File: config.mk
export PLATFORM = sky130hd
export DESIGN_NAME = lcd_controller
export DESIGN_NICKNAME = d
export VERILOG_FILES = /design/src/rtl/lcd_controller.sv
export SDC_FILE = /design/constraint.sdc
export NUM_CORES = 1
export LEC_CHECK = 0
export CAP_MARGIN = 20
export CORE_MARGIN = 2
export CORE_UTILIZATION = 50
export CTS_CLUSTER_DIAMETER = 30
export DETAILED_ROUTE_END_ITERATION = 10
export GPL_TIMING_DRIVEN = 0
export PLACE_DENSITY_LB_ADDON = 0.2
export SYNTH_ARGS = -nofsm -noshare
export SYNTH_HDL_FRONTEND = slang
export SYNTH_SLANG_ARGS = --single-unit
File: constraint.sdc
create_clock -name clkLcd -period 2 [get_ports clkLcd]
set_input_delay 0.2 -clock clkLcd [delete_from_list [all_inputs] [get_ports clkLcd]]
set_output_delay 0.2 -clock clkLcd [all_outputs]
set_load 0.01 [all_outputs]
File: src/rtl/lcd_controller.sv
`default_nettype none
//------------------------------------------------------------------------------
// lcd_controller: HD44780 4-bit write-only driver with built-in power-on init.
// Option: define LCD_CURSOR_EN for cursor and blink on at init.
// Revision: 1.0
//------------------------------------------------------------------------------
module lcd_controller #(
  parameter int T_POWERUP = 750000,
  parameter int T_INIT1   = 205000,
  parameter int T_INIT2   = 5000,
  parameter int T_SETUP   = 2,
  parameter int T_E_HIGH  = 12,
  parameter int T_NIB_GAP = 50,
  parameter int T_CMD     = 2000,
  parameter int T_LONG    = 82000
) (
  input  logic       clkLcd,
  input  logic       reset,
  input  logic [7:0] data_in,
  input  logic       rs,
  input  logic       send,
  output logic       busy,
  output logic       lcd_rs,
  output logic       lcd_e,
  output logic [3:0] lcd_data
);

  function automatic int mx(input int a, input int b);
    return (a > b) ? a : b;
  endfunction

  localparam int T_MAX = mx(mx(mx(T_POWERUP, T_INIT1), mx(T_INIT2, T_SETUP)),
                            mx(mx(T_E_HIGH, T_NIB_GAP), mx(T_CMD, T_LONG)));
  localparam int CNT_W = ($clog2(T_MAX + 1) > 20) ? $clog2(T_MAX + 1) : 20;

`ifdef LCD_CURSOR_EN
  localparam logic [7:0] DISP_CTRL = 8'h0F;
`else
  localparam logic [7:0] DISP_CTRL = 8'h0C;
`endif

  // A state lasting t cycles is entered with t-1 loaded into the down-counter.
  function automatic logic [CNT_W-1:0] ld(input int t);
    return (t > 1) ? CNT_W'(t - 1) : '0;
  endfunction

  typedef enum logic [3:0] {
    POWERUP   = 4'd0,
    INIT_NIB  = 4'd1,
    INIT_WAIT = 4'd2,
    INIT_BYTE = 4'd3,
    IDLE      = 4'd4,
    SETUP     = 4'd5,
    E_HIGH    = 4'd6,
    NIB_GAP   = 4'd7,
    SETTLE    = 4'd8
  } state_t;

  state_t           state;
  logic [CNT_W-1:0] cnt;
  logic [2:0]       init_step;
  logic             init_done;
  logic [7:0]       byte_q;
  logic             byte_rs;
  logic             nib_idx;

  logic [3:0]       init_nib;
  logic [CNT_W-1:0] init_wait;
  logic [7:0]       init_byte;
  logic             long_settle;
  logic             nibble_only;

  // Steps 0..3 are lone 8-bit-mode nibbles, steps 4..7 are full bytes.
  always_comb begin
    init_nib = (init_step == 3'd3) ? 4'h2 : 4'h3;
    case (init_step[1:0])
      2'd0:    init_wait = ld(T_INIT1);
      2'd1:    init_wait = ld(T_INIT2);
      default: init_wait = ld(T_CMD);
    endcase
    case (init_step[1:0])
      2'd0:    init_byte = 8'h28;
      2'd1:    init_byte = DISP_CTRL;
      2'd2:    init_byte = 8'h06;
      default: init_byte = 8'h01;
    endcase
    long_settle = !byte_rs && (byte_q[7:2] == 6'd0);
    nibble_only = !init_done && !init_step[2];
  end

  assign busy = (state != IDLE) | send;

  always_ff @(posedge clkLcd or posedge reset) begin
    if (reset) begin
      state     <= POWERUP;
      cnt       <= ld(T_POWERUP);
      init_step <= 3'd0;
      init_done <= 1'b0;
      byte_q    <= 8'h00;
      byte_rs   <= 1'b0;
      nib_idx   <= 1'b0;
      lcd_rs    <= 1'b0;
      lcd_e     <= 1'b0;
      lcd_data  <= 4'h0;
    end else begin
      case (state)
        POWERUP: begin
          if (cnt == '0) state <= INIT_NIB;
          else           cnt   <= cnt - 1'b1;
        end

        INIT_NIB: begin
          lcd_rs   <= 1'b0;
          lcd_data <= init_nib;
          cnt      <= ld(T_SETUP);
          state    <= SETUP;
        end

        INIT_WAIT: begin
          if (cnt == '0) begin
            init_step <= init_step + 3'd1;
            state     <= (init_step == 3'd3) ? INIT_BYTE : INIT_NIB;
          end else begin
            cnt <= cnt - 1'b1;
          end
        end

        INIT_BYTE: begin
          byte_q   <= init_byte;
          byte_rs  <= 1'b0;
          lcd_rs   <= 1'b0;
          lcd_data <= init_byte[7:4];
          nib_idx  <= 1'b0;
          cnt      <= ld(T_SETUP);
          state    <= SETUP;
        end

        IDLE: begin
          if (send) begin
            byte_q   <= data_in;
            byte_rs  <= rs;
            lcd_rs   <= rs;
            lcd_data <= data_in[7:4];
            nib_idx  <= 1'b0;
            cnt      <= ld(T_SETUP);
            state    <= SETUP;
          end
        end

        SETUP: begin
          if (cnt == '0) begin
            lcd_e <= 1'b1;
            cnt   <= ld(T_E_HIGH);
            state <= E_HIGH;
          end else begin
            cnt <= cnt - 1'b1;
          end
        end

        E_HIGH: begin
          if (cnt == '0) begin
            lcd_e <= 1'b0;
            if (nibble_only) begin
              cnt   <= init_wait;
              state <= INIT_WAIT;
            end else if (!nib_idx) begin
              cnt   <= ld(T_NIB_GAP);
              state <= NIB_GAP;
            end else begin
              cnt   <= long_settle ? ld(T_LONG) : ld(T_CMD);
              state <= SETTLE;
            end
          end else begin
            cnt <= cnt - 1'b1;
          end
        end

        NIB_GAP: begin
          if (cnt == '0) begin
            nib_idx  <= 1'b1;
            lcd_data <= byte_q[3:0];
            cnt      <= ld(T_SETUP);
            state    <= SETUP;
          end else begin
            cnt <= cnt - 1'b1;
          end
        end

        SETTLE: begin
          if (cnt == '0) begin
            if (init_done) begin
              state <= IDLE;
            end else if (init_step == 3'd7) begin
              init_done <= 1'b1;
              init_step <= 3'd0;
              state     <= IDLE;
            end else begin
              init_step <= init_step + 3'd1;
              state     <= INIT_BYTE;
            end
          end else begin
            cnt <= cnt - 1'b1;
          end
        end

        default: state <= POWERUP;
      endcase
    end
  end

endmodule
`default_nettype wire

## Yosys cells after proc, flatten, opt, wreduce, memory -nomap -nowiden

Index checks and enable logic that the tools add are counted.

- Register bits: 44
- Input bits: 12
- Output and inout port bits: 7
- Word-level logic and storage cells: 107

- Add/subtract/negate cells: 2
- Eq/ne operators: 22
- Multiplexer cells: 45
- Bitwise logic cells: 1
- Reductions and logical operators: 27

Operators by type and width:

| operator | count |
|---|---|
| two-way mux 20 bit | 6 |
| case mux 20 bit (6 select lines) | 1 |
| two-way mux 4 bit | 11 |
| case mux 18 bit (2 select lines) | 1 |
| two-way mux 17 bit | 2 |
| case mux 4 bit (8 select lines) | 1 |
| logical NOT 20 bit | 1 |
| subtractor 20 x 1 -> 20 bit (second input constant) | 1 |
| two-way mux 3 bit | 6 |
| != test 2 bit (second input constant) | 9 |
| case mux 6 bit (3 select lines) | 1 |
| equality test 4 x 3 -> 1 bit (second input constant) | 4 |
| case mux 4 bit (4 select lines) | 1 |
| case mux 8 bit (2 select lines) | 1 |
| AND reduction 3 bit | 4 |
| equality test 4 x 2 -> 1 bit (second input constant) | 2 |
| two-way mux 8 bit | 1 |
| nonzero test 2 bit | 4 |
| two-way mux 1 bit | 7 |
| AND reduction 7 bit | 1 |
| logical NOT 6 bit | 1 |
| case mux 1 bit (2 select lines) | 3 |
| case mux 3 bit (2 select lines) | 1 |
| AND reduction 2 bit | 3 |
| other kinds (21) | 24 |

## Depth between registers and ports, before layout

Gate-level depths: netlist of run 1.

- Depth after elaboration: 7
- Depth in mapped cells: 9
- Mapped depth without buffers: 8

## Least setup slack after synthesis of run 1

No wires, ideal clock.

- Kind: flip-flop to flip-flop
- Start: register cnt[4]
- End: register cnt[6]
- Library setup time: 0.121 ns
- Arrival: 1.789 ns
- Required time: 1.879 ns
- Path slack: 0.090 ns
- Stages on the path, launching flop included: 9
- Buffers on the path: 2
- Period minus slack after synthesis: 1.910 ns
- Path through: dfrtp_1 buf_6 nor4_4 nand4_4 or2_1 buf_2 o21ai_1 nand3_1 a22o_1

- Word-level cells in the longest chain between the ends: 3
- Elaborated cells on any way between the ends: 9
- Those cells by class: add/sub (1); eq/ne (1); mux (5); reduce/logical (2)

Ends and longest elaborated chain:

| element | RTL line | source |
|---|---|---|
| from (decl) | 60 | `logic [CNT_W-1:0] cnt;` |
| from (signal assigned) | 96 | `cnt <= ld(T_POWERUP);` |
| from (signal assigned) | 109 | `else cnt <= cnt - 1'b1;` |
| from (signal assigned) | 115 | `cnt <= ld(T_SETUP);` |
| subtractor 20 x 1 -> 20 bit / logical NOT 20 bit (equally long branches) | n/a |  |
| two-way mux 20 bit, or another cell as far along | 108, 120, 190 |  |
| case mux 20 bit (6 select lines) / AND reduction 3 bit (equally long branches) | n/a |  |

Parallel ways exist; a longest one is shown, timed or not. The select of a mux whose other input is x is not followed.
A chain may end at the register's enable or synchronous reset.

## Worst setup path in the final report of run 1

- Start: register cnt[11]
- End: register cnt[6]

- Word-level cells in the longest chain between the ends: 3
- Elaborated cells on any way between the ends: 7
- Those cells by class: eq/ne (1); mux (4); reduce/logical (2)

Ends and longest elaborated chain:

| element | RTL line | source |
|---|---|---|
| logical NOT 20 bit * | n/a |  |
| two-way mux 20 bit, or another cell as far along | 179 | `if (cnt == '0) begin` |
| case mux 20 bit (6 select lines) / AND reduction 3 bit (equally long branches) | n/a |  |

Every way passes the cells marked *; elsewhere a longest branch is shown, timed or not.

==> key figures, run 1 <==
CTS
  • Root buffer cell: clkbuf_8
  • Clk buf depth: 2
  • CTS H-tree lvls: 2
  • Clock sinks: 44
  • Clock Latency Late Sink: roughly 0.31 ns
  • Clk slew on worst S/H paths: 0.09 ns
  • TritonCTS clock tree: built
  • CTS Buf Count: 5

Run status
  • Run status: finished, violations left
  • Failing checks: setup timing

Global routing
  • Total global routing track utilization: 0.2757
  • Overflow after GRT: 0
  • Initial antenna violation count: 0
  • First-pass GRT wire length: about 14 mm
  • Largest net degree at the start of global routing: 31
  • Vias in the first global route: between 2,000 and 3,000

Place
  • Buffers on Ports: 18
  • DP Wirelength: between 5 and 6 mm
  • Placer Congestion: between 0.9 and 1
  • DP Area: approximately 3300 sq um
  • Dpl ws: -0.3928 ns

Setup path
  • Slowest stage delay, CP: approximately 0.51 ns
  • Slowest cell on crit path: o31ai_4
  • CP Cell Sequence: nor4_4, buf_4, nand4_4, o31ai_4, o21ai_1, a22o_1
  • CP endpoint kind: flip-flop
  • Required time worst endpoint: between 2 and 2.5 ns
  • Crit path launch type: flip-flop
  • Arr. time, crit path: 2.34 ns
  • Max FO, Critical Path: 8
  • CP Class: flip-flop to flip-flop

Synthesis
  • Register area share after synthesis: 0.3765
  • Number of enable flip-flop cells after synthesis: 0
  • Area contributors post-synth: dfrtp_1 26%, dfstp_2 12%, o21ai_0 5.2%
  • Syn. warnings: 0
  • Most area-hungry cell type in the Yosys netlist: dfrtp_1
  • Mapped Cells: ~350
  • Async SR Flop Fraction: 1.000
  • Post-synth top area share: 0.2614
  • Synthesized flop and latch total: between 40 and 50
  • Syn Area/Cell: about 8.5 sq um
  • Main flop type after synthesis: dfrtp_1
  • Syn_nets: approximately 370
  • Mapped Area: just under 3000 sq um
  • Distinct cells, synth: 60

Routing
  • Via-to-Cell Ratio: around 6.4
  • Remaining DRCs: 0
  • WL per Instance: between 15 and 20 microns
  • Iter 0 DRT Violations: 276
  • ANT nets after route: 0
  • Total wire length: 9.469 mm
  • Via count: roughly 3,100
  • Drt pass-1 iters: 5

Floorplanning
  • Die Footprint: 6568 sq um
  • Width of the die: slightly above 80 microns
  • IO Count: 19
  • Effective utilization at floorplan: 0.5103
  • Die height: approximately 81 microns
  • Core box area: around 5800 sq um
  • FP Rows: 28

Finish
  • Final core occ: 0.6932
  • Nets: 426
  • Layout cell share with drive strength beyond 1: 0.3211
  • Seq. cell area: 1121 sq um
  • Filler instances: roughly 450
  • Area of the multi-input gates: between 2000 and 2500 sq um
  • Antenna diodes: 0
  • Finished Cell Area: just over 4000 sq um
  • Layout overhead on the synthesized area: 35.83%

Hold path
  • Hold Crit Class: input port to async pin

Timing
  • Tmin final: around 2.1 ns
  • Final Skew: between 0.008 and 0.009 ns
  • Slew HR: 0.6852
  • Fin Hold WS: ~0.17 ns
  • Period utilization: 1.072
  • TNS Setup: -0.8920 ns
  • Finish-stage setup viols: 19
  • Slew at the pin closest to its max-slew limit: 0.4704 ns
  • RSZ-0062 raised after global routing: yes
  • Fin worst setup slack: -0.1431 ns
  • Fin. Hold Viols: 0
  • Fmax: 466.6 MHz
  • Slew Limit Fails: 0

Run
  • MaxCap Viol Count: 0

Power
  • VDD IR max: 296.9 uV
  • Pwr dens: between 400 and 500 nW/um^2
  • Leak: approximately 1.6 nW
[timing repair]
| action | 4_1_cts | 5_1_grt |
|---|---|---|
| hold buffers | 0 | 0 |
| pin swaps | 14 | 35 |
| gates cloned | 2 | 2 |
| buffers inserted | 13 | 17 |
| gates resized for setup | 38 | 73 |
| endpoints found under the setup margin | 41 | 42 |
[worst max-delay path: cells and delay by family (launching register included)]
family          cells  cell delay, ns
simple gates        2            0.59
buf+inv             1            0.19
compound gates      3            0.80
flops               1            0.45
[cell usage in the layout, fill, tap and decap left out, types with 8 or more instances in the layout]
master / instances
buf_6: 14
o21ai_0: 14
dfstp_2: 13
buf_4: 22
nand3_1: 8
o21ai_1: 19
dfrtp_1: 28
clkdlybuf4s50_1: 17
inv_1: 11
mux2i_1: 9
nor3_1: 11
a21oi_1: 23
nand2_1: 22
nor2_1: 38
[synth_stat cells, types with 5 or more instances]
master,n
nand2b_1,5
nor3_1,14
nor2_1,41
inv_1,14
buf_2,5
dfrtp_1,31
a21o_1,6
nand2_1,27
o21ai_1,7
nor4_1,7
dfstp_2,13
nand3_1,9
ha_1,7
clkbuf_1,10
o31ai_1,6
o21ai_0,31
mux2i_1,9
a21oi_1,27
[flip-flops by register name (all words and copies together) (netlist names)]
register	flops
init_done	1
state	4
byte_rs	1
byte_q	8
cnt	20
lcd_e	1
init_step	3
lcd_data	4
nib_idx	1
lcd_rs	1
[report_power, final]
group	total (mW)	switching [mW]	internal (mW)
Combinational	0.0463	0.0229	0.0233
Sequential	0.890	0	0.890
Clock	0.722	0.345	0.377
Total	1.66	0.368	1.29
[metrics by stage]
step	power, mW	instances
CTS	1.670	466
finish	1.658	483
global placement	0.9495	442
global route	1.716	483
detailed placement	0.9547	443
floorplan	0.9201	349
[layer usage]
layer,track usage,vias up,wire (microns)
met1,0.3494,1494,3807
met4,0.1119,0,385
li1,-,1403,-
met3,0.04667,42,627
met2,0.4661,171,4649
met5,0,-,0
[area by class of cell]
class,instances,area share
Inverter,14,0.01304
Clock buffer,5,0.01707
Tap cell,75,0.02328
Buffer,16,0.03259
Sequential cell,44,0.2781
Multi-Input combinational cell,275,0.5012
Timing Repair Buffer,51,0.1229
Clock inverter,3,0.01179
[kinds of logic after synthesis]
| group | count (synthesis) | share of synthesized area |
|---|---|---|
| compound gates | 111 | 0.2390 |
| xor+xnor | 4 | 0.01180 |
| fa+ha+maj | 7 | 0.02951 |
| buf+inv | 32 | 0.04637 |
| flops | 44 | 0.3765 |
| mux | 11 | 0.03794 |
| simple gates | 140 | 0.2589 |
[final timing paths]
kind	startpoint	to	slack, ns	cells after the start
min reg2reg	lcd_data[0]$_DFFE_PP0P_	lcd_data[0]$_DFFE_PP0P_	0.51	1
min in group clkLcd	rs	lcd_rs$_DFFE_PP0P_	0.48	3
max reg2reg	cnt[11]$_DFFE_PP0P_	cnt[6]$_DFFE_PP0P_	-0.14	6
min	reset	cnt[15]$_DFFE_PP0P_	0.17	2
max in group asynchronous	reset	cnt[2]$_DFFE_PP1P_	1.29	3
max	cnt[11]$_DFFE_PP0P_	cnt[6]$_DFFE_PP0P_	-0.14	6
Power figures use the tool's default switching activity.
==> inputs of run 2 (changes only) <==
Settings changed: CORE_UTILIZATION 50 to 54.
==> key figures, run 2 (synthesized netlist as in run 1, its figures left out) <==
Global routing
  • Overflow after GRT: 0 (unchanged)
  • Largest net degree at the start of global routing: 27 (-13%)
  • Vias in the first global route: 2,975 (+4.8%)
  • First-pass GRT wire length: 14.67 mm (+5.9%)
  • Total global routing track utilization: 0.3049 (+0.02921)
  • Initial antenna violation count: 0 (unchanged)

Place
  • DP Area: 3256 sq um (-0.19%)
  • Dpl ws: -0.3614 ns (+0.03137 ns)
  • DP Wirelength: 5.842 mm (+1.9%)
  • Buffers on Ports: 18 (unchanged)
  • Placer Congestion: 0.9809 (-0.40%)

Setup path
  • R2r setup slk: -0.01 ns (+0.13 ns)
  • CP endpoint kind: flip-flop
  • Arr. time, crit path: 2.21 ns (-0.13 ns)
  • CP Class: flip-flop to flip-flop
  • CP Cell Sequence: nor4_4, nand4_4, buf_6, o31ai_4, buf_6, buf_6, nor3_2, xnor2_1, nor2_1
  • Max FO, Critical Path: 7 (-1)
  • Required time worst endpoint: 2.20 ns (about the same)
  • Reg-to-Reg End: cnt[15]$_DFFE_PP0P_
  • Slowest cell on crit path: dfrtp_2
  • Reg2reg start: cnt[10]$_DFFE_PP0P_
  • CP most frequent cell: buf_6
  • Path depth of the worst reg2reg path: 9 (+3)
  • Crit. Startpoint: cnt[10]$_DFFE_PP0P_
  • Slowest stage delay, CP: 0.49 ns (-0.02 ns)
  • Crit path launch type: flip-flop

CTS
  • Clock sinks: 44 (unchanged)
  • Clk buf depth: 2 (unchanged)
  • Clk slew on worst S/H paths: 0.09 ns (about the same)
  • Root buffer cell: clkbuf_8
  • TritonCTS clock tree: built
  • CTS Buf Count: 5 (unchanged)
  • Clock Latency Late Sink: 0.31 ns (about the same)
  • CTS H-tree lvls: 2 (unchanged)

Routing
  • WL per Instance: 19.32 microns (-1.5%)
  • Iter 0 DRT Violations: 248 (-10%)
  • Via-to-Cell Ratio: 6.429 (-0.15%)
  • Total wire length: 9.137 mm (-3.5%)
  • Drt pass-1 iters: 4 (-1)
  • ANT nets after route: 0 (unchanged)
  • Via count: 3,041 (-2.2%)
  • Remaining DRCs: 0 (unchanged)

Finish
  • Finished Cell Area: 3926 sq um (-2.6%)
  • Nets: 421 (-1.2%)
  • Antenna diodes: 0 (unchanged)
  • Filler instances: 369 (-17%)
  • Regs by FF count: cnt (20), byte_q (8)
  • Top reg by flops: cnt
  • Most frequent cells in the layout: 38 x nor2_1, 30 x dfrtp_1, 25 x buf_4, 25 x a21oi_1, 22 x o21ai_0
  • Layout overhead on the synthesized area: 32.29%
  • Max reg flops: 20 (unchanged)
  • Layout cell share with drive strength beyond 1: 0.3325 (+0.01143)
  • Commonest non-fill, non-tap cell in the layout: nor2_1

Hold path
  • Hold Crit Class: input port to async pin

Floorplanning
  • Die Footprint: 6105 sq um (-7.1%)
  • FP Rows: 26 (-7.1%)
  • IO Count: 19 (unchanged)
  • Width of the die: 78.14 microns (-3.6%)
  • Die height: 78.14 microns (-3.6%)
  • Effective utilization at floorplan: 0.5702 (+0.05987)
  • Core box area: 5205 sq um (-10%)

Timing
  • Fin. Hold Viols: 0 (unchanged)
  • Slew at the pin closest to its max-slew limit: 0.4797 ns (+0.009327 ns)
  • Slew Limit Fails: 0 (unchanged)
  • Period utilization: 1.005 (-0.06640)
  • RSZ-0062 raised after global routing: yes
  • Fin worst setup slack: -0.01030 ns (+0.1328 ns)
  • Slew HR: 0.6790 (-0.006241)
  • Fmax: 497.4 MHz (+6.6%)
  • Final Skew: 0.005041 ns (-0.003297 ns)
  • Tmin final: 2.010 ns (-0.1328 ns)
  • Finish-stage setup viols: 5 (-14)

Power
  • Pwr dens: 421.7 nW/um^2 (+2.5%)
  • VDD IR max: 348.2 uV (+17%)
  • Pwr Total: 1.656 mW (-0.17%)
  • Leak: 1.570 nW (-1.0%)

Run
  • MaxCap Viol Count: 0 (unchanged)

Run status
  • Failing checks: setup timing
  • Run status: finished, violations left
[run 2: how the worst max path moves through the flow]
stage | to | slack [ns] | cells after the start
after floorplan | cnt[6]$_DFFE_PP0P_ | 0.09 | 8
after global placement | cnt[13]$_DFFE_PP1P_ | -0.32 | 8
after detailed placement | cnt[13]$_DFFE_PP1P_ | -0.36 | 8
after CTS | init_step[2]$_DFFE_PP0P_ | -0.09 | 8
after global routing | cnt[10]$_DFFE_PP0P_ | -0.14 | 8
final | cnt[15]$_DFFE_PP0P_ | -0.01 | 9
[run 2: worst max-delay path, delay by kind of cell (launching register included)]
kind	cells	cell delay, ns
and+or+nand+nor	4	0.61
DFF	1	0.49
buffers and inverters	3	0.48
AOI/OAI and AO/OA	1	0.18
xor gates and xnor gates	1	0.14
[run 2: what timing repair did]
item                                    CTS  global route
pin swaps                                17            16
endpoints found under the setup margin   42            32
gates cloned                              2             0
hold buffers                              0             0
resized for setup                        50            53
buffers inserted                         20             8
endpoints found under the hold margin     0             0
[run 2: through the flow]
step / instances / hold WS, ns / TNS (ns) / utilization
after detailed placement: 438 / 0.4790 / -8.782 / 0.6255
after CTS: 468 / 0.2347 / -0.4394 / 0.7130
after floorplan: 349 / 0.3385 / 0 / -
final: 473 / 0.2165 / -0.02516 / 0.7543
after global placement: 437 / 0.4725 / -12.69 / 0.6216
after global routing: 473 / 0.2773 / -1.986 / 0.7543
[run 2: where the power goes]
part           total, mW  internal [mW]  leakage [nW]  switching, mW
combinational     0.0468         0.0233         0.964         0.0235
clock              0.718          0.377        0.0548          0.342
sequential         0.890          0.890         0.551              0
[run 2: cell type report]
| cell class | instances | area [sq um] | share of cell area |
|---|---|---|---|
| multi-input cells | 273 | 2002 | 0.5099 |
| flip-flops and latches | 44 | 1119 | 0.2849 |
| repair buffers | 49 | 440.4 | 0.1122 |
| plain buffers | 15 | 110.1 | 0.02804 |
| well taps | 70 | 87.58 | 0.02231 |
| clock buffers | 5 | 68.82 | 0.01753 |
| inverters | 14 | 52.55 | 0.01338 |
| clock inverters | 3 | 46.29 | 0.01179 |
[run 2: routing by layer]
layer  GRT usage  vias to the layer above  wire, microns
met5           0                        -              0
met4      0.1596                        0            447
met3     0.06437                       46            528
met2      0.4940                      141           4437
met1      0.3838                     1475           3723
li1            -                     1379              -
==> inputs of run 3 (changes only) <==
Settings changed: SKIP_LAST_GASP set to 1.
==> key figures, run 3 (synthesized netlist as in run 1, its figures left out) <==
CTS
  • Clk buf depth: 2 (unchanged)
  • CTS Buf Count: 5 (unchanged)
  • Clock sinks: 44 (unchanged)
  • TritonCTS clock tree: built
  • CTS H-tree lvls: 2 (unchanged)
  • Clock Latency Late Sink: 0.31 ns (about the same)
  • Root buffer cell: clkbuf_8
  • # hold bufs at CTS: 0 (unchanged)
  • Clk slew on worst S/H paths: 0.09 ns (about the same)

Timing
  • RSZ-0062 raised after global routing: yes
  • Fmax: 476.7 MHz (-4.2%)
  • Final Skew: 0.008111 ns (+0.003070 ns)
  • Slew HR: 0.6798 (+0.0007710)
  • Fin. Hold Viols: 0 (unchanged)
  • Tmin final: 2.098 ns (+0.08754 ns)
  • Finish-stage setup viols: 13 (+8)
  • TNS Setup: -0.5530 ns (-0.5278 ns)
  • Period utilization: 1.049 (+0.04377)
  • Slew Limit Fails: 0 (unchanged)
  • Fin Hold WS: 0.2132 ns (-0.003329 ns)
  • Slew at the pin closest to its max-slew limit: 0.4786 ns (-0.001153 ns)
  • Fin worst setup slack: -0.09784 ns (-0.08754 ns)

Run status
  • Run status: finished, violations left
  • Failing checks: setup timing

Floorplanning
  • Core box area: 5205 sq um (unchanged)
  • Die height: 78.14 microns (unchanged)
  • Width of the die: 78.14 microns (unchanged)
  • IO Count: 19 (unchanged)
  • Die Footprint: 6105 sq um (unchanged)
  • Effective utilization at floorplan: 0.5702 (unchanged)
  • FP Rows: 26 (unchanged)

Hold path
  • Hold Crit Class: input port to async pin

Finish
  • Seq. cell area: 1119 sq um (unchanged)
  • Nets: 421 (unchanged)
  • Filler instances: 373 (+1.1%)
  • Non-Filler Instances: 473 (unchanged)
  • Commonest non-fill, non-tap cell in the layout: nor2_1
  • Antenna diodes: 0 (unchanged)
  • Area of the multi-input gates: 1991 sq um (-0.56%)
  • Final core occ: 0.7529 (-0.001442)
  • Most frequent cells in the layout: 38 x nor2_1, 30 x dfrtp_1, 25 x a21oi_1
  • Finished Cell Area: 3919 sq um (-0.19%)
  • Layout cell share with drive strength beyond 1: 0.3275 (-0.004963)
  • Max reg flops: 20 (unchanged)
  • Regs by FF count: cnt (20), byte_q (8)
  • Top reg by flops: cnt
  • Layout overhead on the synthesized area: 32.04%

Routing
  • Via count: 3,096 (+1.8%)
  • Iter 0 DRT Violations: 255 (+2.8%)
  • WL per Instance: 19.88 microns (+2.9%)
  • Total wire length: 9.404 mm (+2.9%)
  • ANT nets after route: 0 (unchanged)
  • Remaining DRCs: 0 (unchanged)
  • Via-to-Cell Ratio: 6.545 (+1.8%)
  • Drt pass-1 iters: 7 (+3)

Power
  • VDD IR max: 353.8 uV (+1.6%)
  • Leak: 1.570 nW (about the same)
  • Pwr dens: 424.3 nW/um^2 (+0.63%)

Place
  • DP Wirelength: 5.842 mm (unchanged)
  • Buffers on Ports: 18 (unchanged)
  • Placed Cells: 438 (unchanged)
  • DP Area: 3256 sq um (unchanged)
  • Placer Congestion: 0.9809 (unchanged)

Setup path
  • Max FO, Critical Path: 6 (-1)
  • Slowest stage delay, CP: 0.41 ns (-0.08 ns)
  • CP Cell Sequence: inv_2, ha_4, nor3b_4, nand4_1, nor3_4, buf_4, a32oi_1, o21ai_0
  • Slowest cell on crit path: dfstp_2
  • Reg2reg start: cnt[0]$_DFFE_PP1P_
  • Arr. time, crit path: 2.33 ns (+0.12 ns)
  • Required time worst endpoint: 2.24 ns (+0.04 ns)
  • CP Class: flip-flop to flip-flop
  • Path depth of the worst reg2reg path: 8 (-1)
  • WP depth: 8 (-1)
  • CP delay by family, top: simple AND/OR/NAND/NOR gates
  • Crit path launch type: flip-flop
  • CP endpoint kind: flip-flop
  • R2r setup slk: -0.1 ns (-0.09 ns)
  • Reg-to-Reg End: cnt[10]$_DFFE_PP0P_
  • WP buf/inv: 2 (-1)

Global routing
  • Total global routing track utilization: 0.3054 (+0.0004930)
  • Largest net degree at the start of global routing: 27 (unchanged)
  • Overflow after GRT: 0 (unchanged)
  • Initial antenna violation count: 0 (unchanged)
  • First-pass GRT wire length: 14.68 mm (about the same)
  • Vias in the first global route: 2,982 (+0.24%)

Run
  • MaxCap Viol Count: 0 (unchanged)
## run 3: cell type report
type / count / share of cell area
multi-input combinational: 273 / 0.5080
buffer: 15 / 0.02810
inverter: 14 / 0.01341
timing repair buffer: 49 / 0.1133
sequential: 44 / 0.2854
clock inverter: 3 / 0.01181
clock buffer: 5 / 0.01756
tap: 70 / 0.02235
## run 3: metal layers
| layer | global-route usage | share of wire | vias up |
|---|---|---|---|
| li1 | - | - | 1383 |
| met1 | 0.3846 | 0.40 | 1463 |
| met2 | 0.4966 | 0.48 | 202 |
| met3 | 0.06437 | 0.077 | 48 |
| met4 | 0.1561 | 0.048 | 0 |
| met5 | 0 | 0 | - |
## run 3: report_power, final
part	leakage, nW	switching [mW]	internal [mW]
logic	0.964	0.0236	0.0233
registers	0.551	0	0.890
clock network	0.0548	0.349	0.377
total	1.57	0.372	1.29
## run 3: stage by stage
step           total power, mW  worst slack (ns)
3_5_place_dp            0.9548           -0.3614
4_1_cts                  1.658          -0.08532
3_3_place_gp            0.9491           -0.3231
2_1_floorplan           0.9201           0.08996
6_report                 1.663          -0.09784
5_1_grt                  1.699           -0.1874
## run 3: repair_timing
item                                    CTS  global route
gates resized for setup                  48            55
buffers inserted                         20             8
pin swaps                                17            13
gates cloned                              2             0
endpoints found under the setup margin   42            34
## run 3: worst max-delay path by stage
stage                  startpoint                  endpoint  slack, ns
2_1_floorplan  cnt[4]$_DFFE_PP0P_        cnt[6]$_DFFE_PP0P_       0.09
3_3_place_gp   cnt[0]$_DFFE_PP1P_       cnt[13]$_DFFE_PP1P_      -0.32
3_5_place_dp   cnt[0]$_DFFE_PP1P_       cnt[13]$_DFFE_PP1P_      -0.36
4_1_cts        cnt[4]$_DFFE_PP0P_  init_step[2]$_DFFE_PP0P_      -0.09
5_1_grt        cnt[0]$_DFFE_PP1P_       cnt[10]$_DFFE_PP0P_      -0.19
6_report       cnt[0]$_DFFE_PP1P_       cnt[10]$_DFFE_PP0P_       -0.1
